`src/rtl/phase_ctrl.sv`:
```
// phase_ctrl: per-phase control-strobe generator for a 4-phase CPU.
// The CPU phases are fetch, decode, execute and store.
// The block latches the instruction register, decodes the register fields,
// drives the datapath strobes and counts retired instructions.
// Optional macro PHASE_CHECK_EN adds a phase-sequence checker. The checker
// suppresses strobes on an illegal phase and resyncs on the next fetch.
module phase_ctrl #(
    parameter int IW = 8,   // instruction width; field layout assumes exactly 8
    parameter int CW = 16   // retired-instruction counter width
) (
    input  logic          clk,
    input  logic          reset,
    input  logic [1:0]    phase,
    input  logic [IW-1:0] instr_in,
    input  logic          zero_in,
    output logic [IW-1:0] ir,
    output logic [1:0]    rd,
    output logic [1:0]    rs,
    output logic [1:0]    rt,
    output logic          ir_load,
    output logic          alu_en,
    output logic          mem_we,
    output logic          reg_we,
    output logic          pc_inc,
    output logic          pc_load,
    output logic [CW-1:0] retire_cnt,
    output logic          phase_err
);

    typedef enum logic [1:0] {
        PH_FETCH  = 2'b00,
        PH_DECODE = 2'b01,
        PH_EXEC   = 2'b10,
        PH_STORE  = 2'b11
    } phase_t;

    typedef enum logic [1:0] {
        OP_NOP   = 2'b00,
        OP_ALU   = 2'b01,
        OP_STORE = 2'b10,
        OP_BRZ   = 2'b11
    } op_t;

    logic [IW-1:0] ir_q, ir_d;
    logic [CW-1:0] cnt_q, cnt_d;
    op_t           op;
    logic          in_seq;   // current phase is acceptable for the strobes
    logic          act;      // strobes enabled this cycle

    assign op         = op_t'(ir_q[7:6]);
    assign ir         = ir_q;
    assign rd         = ir_q[5:4];
    assign rs         = ir_q[3:2];
    assign rt         = ir_q[1:0];
    assign retire_cnt = cnt_q;

`ifdef PHASE_CHECK_EN
    phase_t exp_q, exp_d;
    logic   sync_q, sync_d;
    logic   err_q, err_d;

    // Compare the phase with the expected phase. A fetch resyncs when out of sync.
    // A mismatch while in sync drops sync and sets the sticky error flag.
    always_comb begin
        in_seq = sync_q ? (phase_t'(phase) == exp_q) : (phase_t'(phase) == PH_FETCH);
        sync_d = sync_q;
        exp_d  = exp_q;
        err_d  = err_q;
        if (in_seq) begin
            sync_d = 1'b1;
            exp_d  = phase_t'(phase + 2'd1);
        end else if (sync_q) begin
            sync_d = 1'b0;
            err_d  = 1'b1;
        end
    end

    // Checker registers. After reset the sequencer is expected to present a store phase first.
    always_ff @(posedge clk) begin
        if (reset) begin
            exp_q  <= PH_STORE;
            sync_q <= 1'b1;
            err_q  <= 1'b0;
        end else begin
            exp_q  <= exp_d;
            sync_q <= sync_d;
            err_q  <= err_d;
        end
    end

    assign phase_err = err_q;
`else
    assign in_seq    = 1'b1;
    assign phase_err = 1'b0;
`endif

    // Decode the phase and opcode into zero-latency strobes and the next IR and counter values.
    always_comb begin
        ir_load = 1'b0;
        alu_en  = 1'b0;
        mem_we  = 1'b0;
        reg_we  = 1'b0;
        pc_inc  = 1'b0;
        pc_load = 1'b0;
        ir_d    = ir_q;
        cnt_d   = cnt_q;
        act     = !reset && in_seq;
        if (act) begin
            unique case (phase_t'(phase))
                PH_FETCH: begin
                    ir_load = 1'b1;
                    ir_d    = instr_in;
                end
                PH_DECODE: ;
                PH_EXEC: begin
                    alu_en = (op == OP_ALU);
                    mem_we = (op == OP_STORE);
                end
                PH_STORE: begin
                    reg_we = (op == OP_ALU);
                    if (op == OP_BRZ && zero_in) pc_load = 1'b1;
                    else                         pc_inc  = 1'b1;
                    cnt_d = cnt_q + CW'(1);
                end
            endcase
        end
    end

    // Instruction register and retirement counter. Reset loads a NOP and clears the count.
    always_ff @(posedge clk) begin
        if (reset) begin
            ir_q  <= '0;
            cnt_q <= '0;
        end else begin
            ir_q  <= ir_d;
            cnt_q <= cnt_d;
        end
    end

endmodule

```
`config.mk`:
```
export PLATFORM = sky130hd
export DESIGN_NAME = phase_ctrl
export DESIGN_NICKNAME = d
export VERILOG_FILES = /design/src/rtl/phase_ctrl.sv
export SDC_FILE = /design/constraint.sdc
export NUM_CORES = 1
export LEC_CHECK = 0
export ABC_AREA = 1
export BUFFER_PORTS_ARGS = -buffer_cell sky130_fd_sc_hd__clkbuf_2
export CAP_MARGIN = 15
export CORE_MARGIN = 1.5
export CORE_UTILIZATION = 47
export DETAILED_ROUTE_END_ITERATION = 8
export HOLD_SLACK_MARGIN = 0.12
export PLACE_DENSITY = 0.88
export SYNTH_ARGS = -nofsm -noshare
export SYNTH_HDL_FRONTEND = slang
export SYNTH_SLANG_ARGS = --single-unit
```
`constraint.sdc`:
```
create_clock -name clk -period 1.8 [get_ports clk]
set_clock_uncertainty 0.1 [all_clocks]
set_input_delay 0 -clock clk [delete_from_list [all_inputs] [get_ports clk]]
set_output_delay 0 -clock clk [all_outputs]
set_load 0.005 [all_outputs]
```
==> results.py, run 1 <==
metrics = {
    "timing": {
        "fin_crit_sh_pct": 88.41,
        "max_freq_mhz": 628.4,
        "rsz0062_at_grt": "no",
        "fin_setup_tns_ns": 0,
        "final.min_clock_period_ns": 1.591,
        "hold_violations": 0,
        "worst_slew_pin_slew_ns": 0.5253,
        "max_slew_margin_pct": 64.94,
        "final-setup-viol-count": 0,
        "slew_violations": 0,
    },
    "routing": {
        "routed_wl_um": 3016,
        "drtIter0Drc": 36,
        "vias_per_cell": 4.954,
        "drc": 0,
        "first_pass_iters": 4,
        "dr_wl_met3_um": 237,
        "wl_per_cell_um": 11.51,
        "m1WireLength_um": 1289,
        "vias": 1298,
        "top_layer": "met4",
        "wl_met2_um": 1442,
        "final_antenna_net_count": 0,
    },
    "worst_setup_path": {
        "cp-end-kind": "flip-flop",
        "r2r_cells": 5,
        "worstSetupStartpointType": "flip-flop",
        "cp_max_fo": 4,
        "criticalPathCategory": "reg -> reg",
        "worstPathArrival_ns": 1.72,
        "crit_start": "retire_cnt[1]$_SDFFE_PP0N_",
        "crit_end": "retire_cnt[2]$_SDFFE_PP0N_",
        "ff2ff_setup_slack_ns": 0.21,
        "reg2reg_to": "retire_cnt[2]$_SDFFE_PP0N_",
        "r2r-start": "retire_cnt[1]$_SDFFE_PP0N_",
        "required_ns": 1.93,
    },
    "power_and_ir_drop": {
        "powerDensity_nw_per_um2": 573.5,
        "vdd_drop_max_v": 0.0005489,
        "leakage_nw": 0.8082,
    },
    "cells_and_area": {
        "area_growth_pct": 35.88,
        "nNetsFinal": 248,
        "fillers": 205,
        "stdcell_count": 262,
        "drive_gt1_share_pct": 27.59,
        "multi_input_area_sq_um": 579.3,
        "final_util_pct": 66.97,
        "stdcell_area_sq_um": 1644,
        "seq_area_sq_um": 480.5,
        "antenna_cells": 0,
    },
    "min_path": {
        "min_path_type": "in -> out",
    },
    "floorplanning": {
        "die_width_um": 53.74,
        "pin_count": 50,
        "rows": 18,
        "die-area_sq_um": 2887,
        "die-height_um": 53.74,
        "coreArea_sq_um": 2455,
        "start_util_pct": 49.29,
    },
    "clock_network": {
        "htreeDepth": 1,
        "clk_latency_ns": 0.32,
        "cts_setup_buffers": 0,
        "cts_tree": "built",
        "cts.sinks": 24,
        "cts.repair.resized": 0,
        "cts_hold_buf": 20,
        "cts_made_buffers": 3,
        "clk_pin_slew_ns": 0.14,
        "ctsRootBufferMaster": "clkbuf_4",
        "cts_buffer_depth": 2,
    },
    "synthesis": {
        "ys.flop_type": "dfxtp_1",
        "syn-cell-area_sq_um": 1210,
        "synthDistinctLibCells": 26,
        "synthTopCellsByCount": "nor2_1 (38), dfxtp_1 (24), nand2_1 (24)",
        "synth.most_common_cell": "nor2_1",
        "ys_seq_elements": 24,
        "synth_seq_area_share_pct": 39.71,
        "async_reset_ff_share_pct": 0,
        "syn_avg_cell_area_sq_um": 7.075,
        "synthCells": 171,
        "synth-edff-count": 0,
        "synth.largest_area_cell": "dfxtp_1",
        "syn-num-nets": 185,
        "yosysWarnings": 0,
        "synth_top_cell_area_share_pct": 39.71,
        "synthTopCellsByArea": "dfxtp_1 (40%), nor2_1 (12%), nand2_1 (7.4%)",
    },
    "grt": {
        "grt_pass1_vias": 1133,
        "grt_pass1_wl_um": 4981,
        "grt_start_max_net_pins": 21,
        "antenna_found_initial": 0,
        "grt_usage_pct": 23.53,
        "grt_overflow": 0,
    },
    "place": {
        "portBuffers": 48,
        "dp_cells": 239,
        "place.gp.congestion": 0.8098,
        "dpl_cell_area_sq_um": 1421,
        "dp_hpwl_um": 1886,
    },
    "run_status": {
        "outcome": "finished, final reports clean",
    },
    "flow_run": {
        "maxCapViolCount": 0,
    },
}
power by group:
group,total (mW),leakage [nW],internal (mW),switching [mW]
clock,0.243,0.0138,0.0783,0.165
combinational,0.140,0.599,0.0708,0.0690
sequential,0.560,0.195,0.547,0.0133
layout make-up:
cell class              instances  area share [%]
repair buffers                 68           26.79
flip-flops and latches         24           29.22
clock buffers                   3           1.370
well taps                      30           2.283
multi-input cells             115           35.24
inverters                      22           5.099
per-stage QoR:
| step | power [mW] | setup slack (ns) | hold slack (ns) |
|---|---|---|---|
| 4_1_cts | 0.9339 | 0.2143 | 0.2084 |
| 5_1_grt | 0.9799 | 0.1552 | 0.2487 |
| 3_5_place_dp | 0.6682 | 0.4325 | 0.1302 |
| 2_1_floorplan | 0.6334 | 0.4768 | 0.007637 |
| 3_3_place_gp | 0.6659 | 0.4647 | 0.1212 |
| 6_report | 0.9429 | 0.2085 | 0.2231 |
how the worst min path moves through the flow:
stage | endpoint | slack [ns] | cells past startpoint | startpoint
final | pc_load | 0.22 | 4 | zero_in
after global routing | pc_load | 0.25 | 4 | zero_in
after CTS | retire_cnt[15]$_SDFFE_PP0N_ | 0.21 | 4 | reset
after detailed placement | ir[5]$_SDFFE_PP0N_ | 0.13 | 3 | instr_in[5]
after global placement | ir[5]$_SDFFE_PP0N_ | 0.12 | 3 | instr_in[5]
after floorplan | mem_we | 0.008 | 2 | phase[1]
cells by family after synthesis:
| logic type | after synthesis | share of synthesized area, % |
|---|---|---|
| DFF | 24 | 39.71 |
| other | 1 | 0.3099 |
| and+or+nand+nor | 85 | 33.71 |
| xor gates and xnor gates | 2 | 1.448 |
| AOI/OAI and AO/OA | 26 | 11.38 |
| buffers and inverters | 32 | 12.41 |
| adders and majority gates | 1 | 1.034 |
sequential cells by signal, indices dropped and copies added (netlist names):
signal,cells
retire_cnt,16
ir,8
worst max-delay path: stages (launching register included):
cell           delay [ns]
dfxtp_1              0.37
ha_1                 0.18
inv_1                0.08
nor2_4               0.05
dlygate4sd3_1        0.56
o21a_1               0.17
layer usage:
layer,up-vias,track usage (%)
met4,0,7.692
met3,8,5.556
met2,61,39.84
met5,-,0
li1,657,-
met1,572,29.16
layout by cell type (no fill, tap or decap):
| master | Yosys | routed |
|---|---|---|
| o21ai_0 | 14 | 14 |
| nand4_1 | 3 | 3 |
| nand2_2 | 3 | 3 |
| clkbuf_2 | 0 | 48 |
| nor2_2 | 1 | 1 |
| clkbuf_4 | 0 | 3 |
| inv_1 | 20 | 20 |
| o21a_1 | 2 | 2 |
| nand2_1 | 24 | 24 |
| nand2_4 | 1 | 1 |
| nor4_1 | 1 | 1 |
| nor2_1 | 38 | 38 |
| xor2_1 | 2 | 2 |
| a211oi_1 | 1 | 1 |
| dlygate4sd3_1 | 0 | 20 |
| clkinv_2 | 1 | 1 |
| conb_1 | 1 | 1 |
| nand3_2 | 2 | 2 |
| nor2_8 | 1 | 1 |
| inv_2 | 1 | 1 |
| dfxtp_1 | 24 | 24 |
| nor3_1 | 2 | 2 |
| nor2_4 | 3 | 3 |
| ha_1 | 1 | 1 |
| a21oi_1 | 9 | 9 |
| nand3_1 | 6 | 6 |
Power figures use the tool's default switching activity.
==> inputs of run 2 (changes only) <==
--- a/config.mk
+++ b/config.mk
@@ -9,10 +9,10 @@
 export BUFFER_PORTS_ARGS = -buffer_cell sky130_fd_sc_hd__clkbuf_2
 export CAP_MARGIN = 15
 export CORE_MARGIN = 1.5
-export CORE_UTILIZATION = 47
+export CORE_UTILIZATION = 50
 export DETAILED_ROUTE_END_ITERATION = 8
 export HOLD_SLACK_MARGIN = 0.12
-export PLACE_DENSITY = 0.88
+export PLACE_DENSITY = 0.93
 export SYNTH_ARGS = -nofsm -noshare
 export SYNTH_HDL_FRONTEND = slang
 export SYNTH_SLANG_ARGS = --single-unit
==> constraint.sdc (replaced) <==
create_clock -name clk -period 2 [get_ports clk]
set_clock_uncertainty 0.1 [all_clocks]
set_input_delay 0 -clock clk [delete_from_list [all_inputs] [get_ports clk]]
set_output_delay 0 -clock clk [all_outputs]
set_load 0.005 [all_outputs]
==> run 2 against run 1 <==
Effect of this change: total power increased by 7.1%; combinational power decreased by 6%; first-iteration DRC count increased by 8.3%; worst hold slack improved by 0.0082 ns; largest cell class unchanged; final cell count decreased by 0.76%; critical path depth increased by 1.
==> results.py, run 2 (same netlist as run 1, synthesis figures left out) <==
metrics = {
    "routing": {
        "drc": 0,
        "wl_per_cell_um": 13.35,
        "final_antenna_net_count": 0,
        "top_layer": "met4",
        "dr_wl_met3_um": 311,
        "drtIter0Drc": 39,
        "first_pass_iters": 4,
        "m1WireLength_um": 1400,
        "routed_wl_um": 3470,
        "vias_per_cell": 5.150,
        "wl_met2_um": 1673,
        "vias": 1339,
    },
    "place": {
        "dp_hpwl_um": 1891,
        "place.gp.congestion": 0.8240,
        "portBuffers": 48,
        "dp_cells": 237,
        "dpl_cell_area_sq_um": 1419,
        "detailedPlace.worstSlack_ns": 0.5809,
    },
    "worst_setup_path": {
        "worstPathArrival_ns": 2.00,
        "worstSetupStartpointType": "primary input",
        "cp_max_fo": 20,
        "ff2ff_setup_slack_ns": 0.54,
        "criticalPathCategory": "in -> reg",
        "cp-end-kind": "flip-flop",
        "required_ns": 2.14,
    },
    "cells_and_area": {
        "drive_gt1_share_pct": 29.31,
        "area_growth_pct": 38.16,
        "stdcell_count": 260,
        "final_util_pct": 74.14,
        "antenna_cells": 0,
        "mostFrequentLayoutCells": "clkbuf_2 (48), nor2_1 (37), nand2_1 (24), dfxtp_1 (24)",
        "stdcell_area_sq_um": 1672,
        "layout_commonest_cell": "clkbuf_2",
        "largest_reg_flops": 16,
        "nNetsFinal": 247,
    },
    "floorplanning": {
        "start_util_pct": 53.66,
        "die_width_um": 52.19,
        "die-area_sq_um": 2724,
        "die-height_um": 52.19,
        "rows": 17,
        "pin_count": 50,
        "coreArea_sq_um": 2255,
    },
    "timing": {
        "worst_slew_pin_slew_ns": 0.4874,
        "fin_crit_sh_pct": 93.08,
        "rsz0062_at_grt": "no",
        "fin_ws_ns": 0.1384,
        "slew_violations": 0,
        "hold_violations": 0,
        "fin_setup_tns_ns": 0,
        "max_slew_margin_pct": 67.20,
        "final.min_clock_period_ns": 1.862,
        "worst_hold_slack_ns": 0.2313,
        "final-setup-viol-count": 0,
        "max_freq_mhz": 537.2,
    },
    "power_and_ir_drop": {
        "p_sw_mw": 0.2505,
        "switching_share_pct": 24.80,
        "clockPowerShare_pct": 37.0,
        "leakage_nw": 0.8109,
        "vdd_drop_max_v": 0.0004692,
        "powerDensity_nw_per_um2": 604.2,
        "pwr-share-seq_pct": 50.1,
        "internal_power_mw": 0.7595,
        "p_comb_share_pct": 13.0,
        "power_mw": 1.010,
    },
    "run_status": {
        "outcome": "finished, final reports clean",
    },
    "flow_run": {
        "maxCapViolCount": 0,
    },
    "clock_network": {
        "cts.sinks": 24,
        "cts_made_buffers": 3,
        "cts_buffer_depth": 2,
        "htreeDepth": 1,
        "cts_tree": "built",
        "clk_latency_ns": 0.34,
        "cts_setup_buffers": 0,
        "clk_pin_slew_ns": 0.15,
        "ctsRootBufferMaster": "clkbuf_4",
    },
    "grt": {
        "grt_start_max_net_pins": 21,
        "grt_pass1_vias": 1189,
        "grt_pass1_wl_um": 5444,
        "grt_overflow": 0,
        "antenna_found_initial": 0,
        "grt_usage_pct": 27.29,
    },
    "min_path": {
        "min_path_type": "in -> out",
    },
}
-- run 2: layer usage --
metal / global-route usage (%) / vias to the layer above
met5: 0 / -
met2: 47.05 / 61
met3: 5.714 / 12
met1: 33.27 / 616
met4: 10.26 / 0
li1: - / 650
-- run 2: worst paths after layout --
path                                    from                           to  cells past startpoint
setup / recovery                       reset           ir[3]$_SDFFE_PP0N_                      6
hold / removal                       zero_in                      pc_load                      4
setup reg to reg  retire_cnt[1]$_SDFFE_PP0N_  retire_cnt[10]$_SDFFE_PP0N_                      7
hold reg to reg   retire_cnt[4]$_SDFFE_PP0N_   retire_cnt[4]$_SDFFE_PP0N_                      2
-- run 2: final cells by class --
type / instances / area, sq um
Multi-Input combinational cell: 115 / 585.6
Fill cell: 171 / 583.1
Sequential cell: 24 / 480.5
Timing Repair Buffer: 67 / 430.4
Inverter: 22 / 87.58
Tap cell: 28 / 35.03
Clock inverter: 1 / 30.03
Clock buffer: 3 / 22.52
-- run 2: critical path: stages --
cell           delay, ns
dlygate4sd3_1       0.54
clkbuf_2            0.26
clkinvlp_4          0.37
o21ai_0             0.20
nor2_1              0.06
dlygate4sd3_1       0.56
-- run 2: timing repair --
action | 4_1_cts | 5_1_grt
resized for setup | 0 | 4
hold endpoints to repair | 15 | 2
hold buffers | 19 | 1
setup endpoints to repair | 0 | 9
-- run 2: power by group through the flow --
| stage | Sequential (mW) | Clock, mW | Combinational [mW] |
|---|---|---|---|
| after detailed placement | 0.513 | 0 | 0.0880 |
| after global placement | 0.513 | 0 | 0.0860 |
| after floorplan | 0.514 | 0 | 0.0566 |
| final | 0.506 | 0.373 | 0.131 |
| after CTS | 0.503 | 0.358 | 0.119 |
| after global routing | 0.507 | 0.384 | 0.142 |
==> inputs of run 3 (changes only) <==
==> constraint.sdc (replaced) <==
create_clock -name clk -period 2 [get_ports clk]
set_clock_uncertainty 0.1 [all_clocks]
set_input_delay 0.4 -clock clk [delete_from_list [all_inputs] [get_ports clk]]
set_output_delay 0.4 -clock clk [all_outputs]
set_load 0.005 [all_outputs]
==> run 3 against run 2 <==
Effect of this change: worst hold slack got worse by 0.027 ns; fmax increased by 12%; largest cell class unchanged; count of clock-buffer cells in the layout unchanged; final cell count decreased by 6.9%; via count decreased by 11%; sequential cell count unchanged; first-iteration DRC count decreased by 33%; register-to-register slack about the same; sequential share of layout area increased by 4.2 points.
==> results.py, run 3 (same netlist as run 1, synthesis figures left out) <==
metrics = {
    "cells_and_area": {
        "mostFrequentLayoutCells": "clkbuf_2 (48), nor2_1 (38), nand2_1 (24), dfxtp_1 (24), inv_1 (20)",
        "nNetsFinal": 230,
        "multi_input_area_sq_um": 579.3,
        "antenna_cells": 0,
        "largest_reg_flops": 16,
        "fillers": 226,
        "seq_area_sq_um": 480.5,
        "layout_commonest_cell": "clkbuf_2",
        "drive_gt1_share_pct": 30.84,
        "area_growth_pct": 20.37,
    },
    "clock_network": {
        "cts_made_buffers": 3,
        "cts_hold_buf": 0,
        "cts.sinks": 24,
        "ctsRootBufferMaster": "clkbuf_4",
        "cts_tree": "built",
        "clk_pin_slew_ns": 0.13,
        "cts.repair.resized": 0,
        "htreeDepth": 1,
        "clk_latency_ns": 0.32,
        "cts_setup_buffers": 0,
        "cts_buffer_depth": 2,
    },
    "floorplanning": {
        "pin_count": 50,
        "die-area_sq_um": 2724,
        "die_width_um": 52.19,
        "coreArea_sq_um": 2255,
        "start_util_pct": 53.66,
        "die-height_um": 52.19,
        "rows": 17,
    },
    "min_path": {
        "holdPathStages": 3,
        "hold_path_end": "ir[3]$_SDFFE_PP0N_",
        "hp-start": "instr_in[3]",
        "min_path_type": "in -> reg",
    },
    "place": {
        "portBuffers": 48,
        "place.gp.congestion": 0.8664,
        "dp_hpwl_um": 2048,
    },
    "worst_setup_path": {
        "cp-end-kind": "primary output",
        "cp_max_fo": 3,
        "worstSetupStartpointType": "flip-flop",
        "ff2ff_setup_slack_ns": 0.54,
        "r2r_cells": 7,
        "criticalPathCategory": "reg -> out",
        "reg2reg_to": "retire_cnt[10]$_SDFFE_PP0N_",
        "worstPathArrival_ns": 1.17,
        "required_ns": 1.50,
        "r2r-start": "retire_cnt[1]$_SDFFE_PP0N_",
    },
    "routing": {
        "wl_met2_um": 1246,
        "drc": 0,
        "routed_wl_um": 2586,
        "vias_per_cell": 4.921,
        "final_antenna_net_count": 0,
        "vias": 1191,
        "drtIter0Drc": 26,
        "top_layer": "met4",
        "m1WireLength_um": 1139,
        "wl_per_cell_um": 10.69,
        "first_pass_iters": 4,
        "dr_wl_met3_um": 169,
    },
    "grt": {
        "antenna_found_initial": 0,
        "grt_overflow": 0,
        "grt_start_max_net_pins": 20,
        "grt_pass1_wl_um": 4174,
        "grt_usage_pct": 20.16,
        "grt_pass1_vias": 1039,
    },
    "timing": {
        "final-setup-viol-count": 0,
        "max_freq_mhz": 599.3,
        "hold_violations": 0,
        "worst_hold_slack_ns": 0.2041,
        "fin_crit_sh_pct": 83.43,
        "final.min_clock_period_ns": 1.669,
        "slew_violations": 0,
        "rsz0062_at_grt": "no",
        "fin_setup_tns_ns": 0,
    },
    "flow_run": {
        "maxCapViolCount": 0,
    },
    "power_and_ir_drop": {
        "vdd_drop_max_v": 0.0005749,
        "leakage_nw": 0.7167,
        "powerDensity_nw_per_um2": 554.8,
    },
    "run_status": {
        "outcome": "finished, final reports clean",
    },
}
run 3: worst max-delay path by stage:
stage	startpoint	endpoint	slack, ns	cells after the start
3_3_place_gp	phase[0]	pc_inc	0.48	6
3_5_place_dp	phase[0]	pc_inc	0.44	6
5_1_grt	ir[7]$_SDFFE_PP0N_	mem_we	0.25	3
4_1_cts	ir[7]$_SDFFE_PP0N_	mem_we	0.34	3
2_1_floorplan	reset	alu_en	0.45	5
6_report	ir[7]$_SDFFE_PP0N_	mem_we	0.33	3
run 3: routing by layer:
layer / vias up / GRT usage [%]
li1: 614 / -
met1: 534 / 24.46
met2: 39 / 35.65
met3: 4 / 4.857
met4: 0 / 5.128
met5: - / 0
run 3: cell type report:
class	instances	area share [%]
Clock buffer	3	1.546
Inverter	22	5.756
Multi-Input combinational cell	115	39.78
Sequential cell	24	32.99
Tap cell	28	2.405
Timing Repair Buffer	50	17.53
run 3: report_power, final:
group,internal [mW],switching (mW)
registers,0.492,0.0115
logic,0.0396,0.0515
clock network,0.0705,0.143
run 3: critical path, cell delays in order (launching register included):
cell	delay [ns]
dfxtp_1	0.39
inv_1	0.09
nor4_1	0.22
clkbuf_2	0.15
run 3: per-stage QoR:
step	setup WS (ns)	utilization, %	cells	area, sq um	power, mW
global placement	0.4792	63.60	239	1434	0.6013
global route	0.2549	64.59	242	1456	0.8364
detailed placement	0.4405	63.60	239	1434	0.6055
finish	0.3313	64.59	242	1456	0.8081
floorplan	0.4541	-	171	1210	0.5701
CTS	0.3354	64.59	242	1456	0.8125
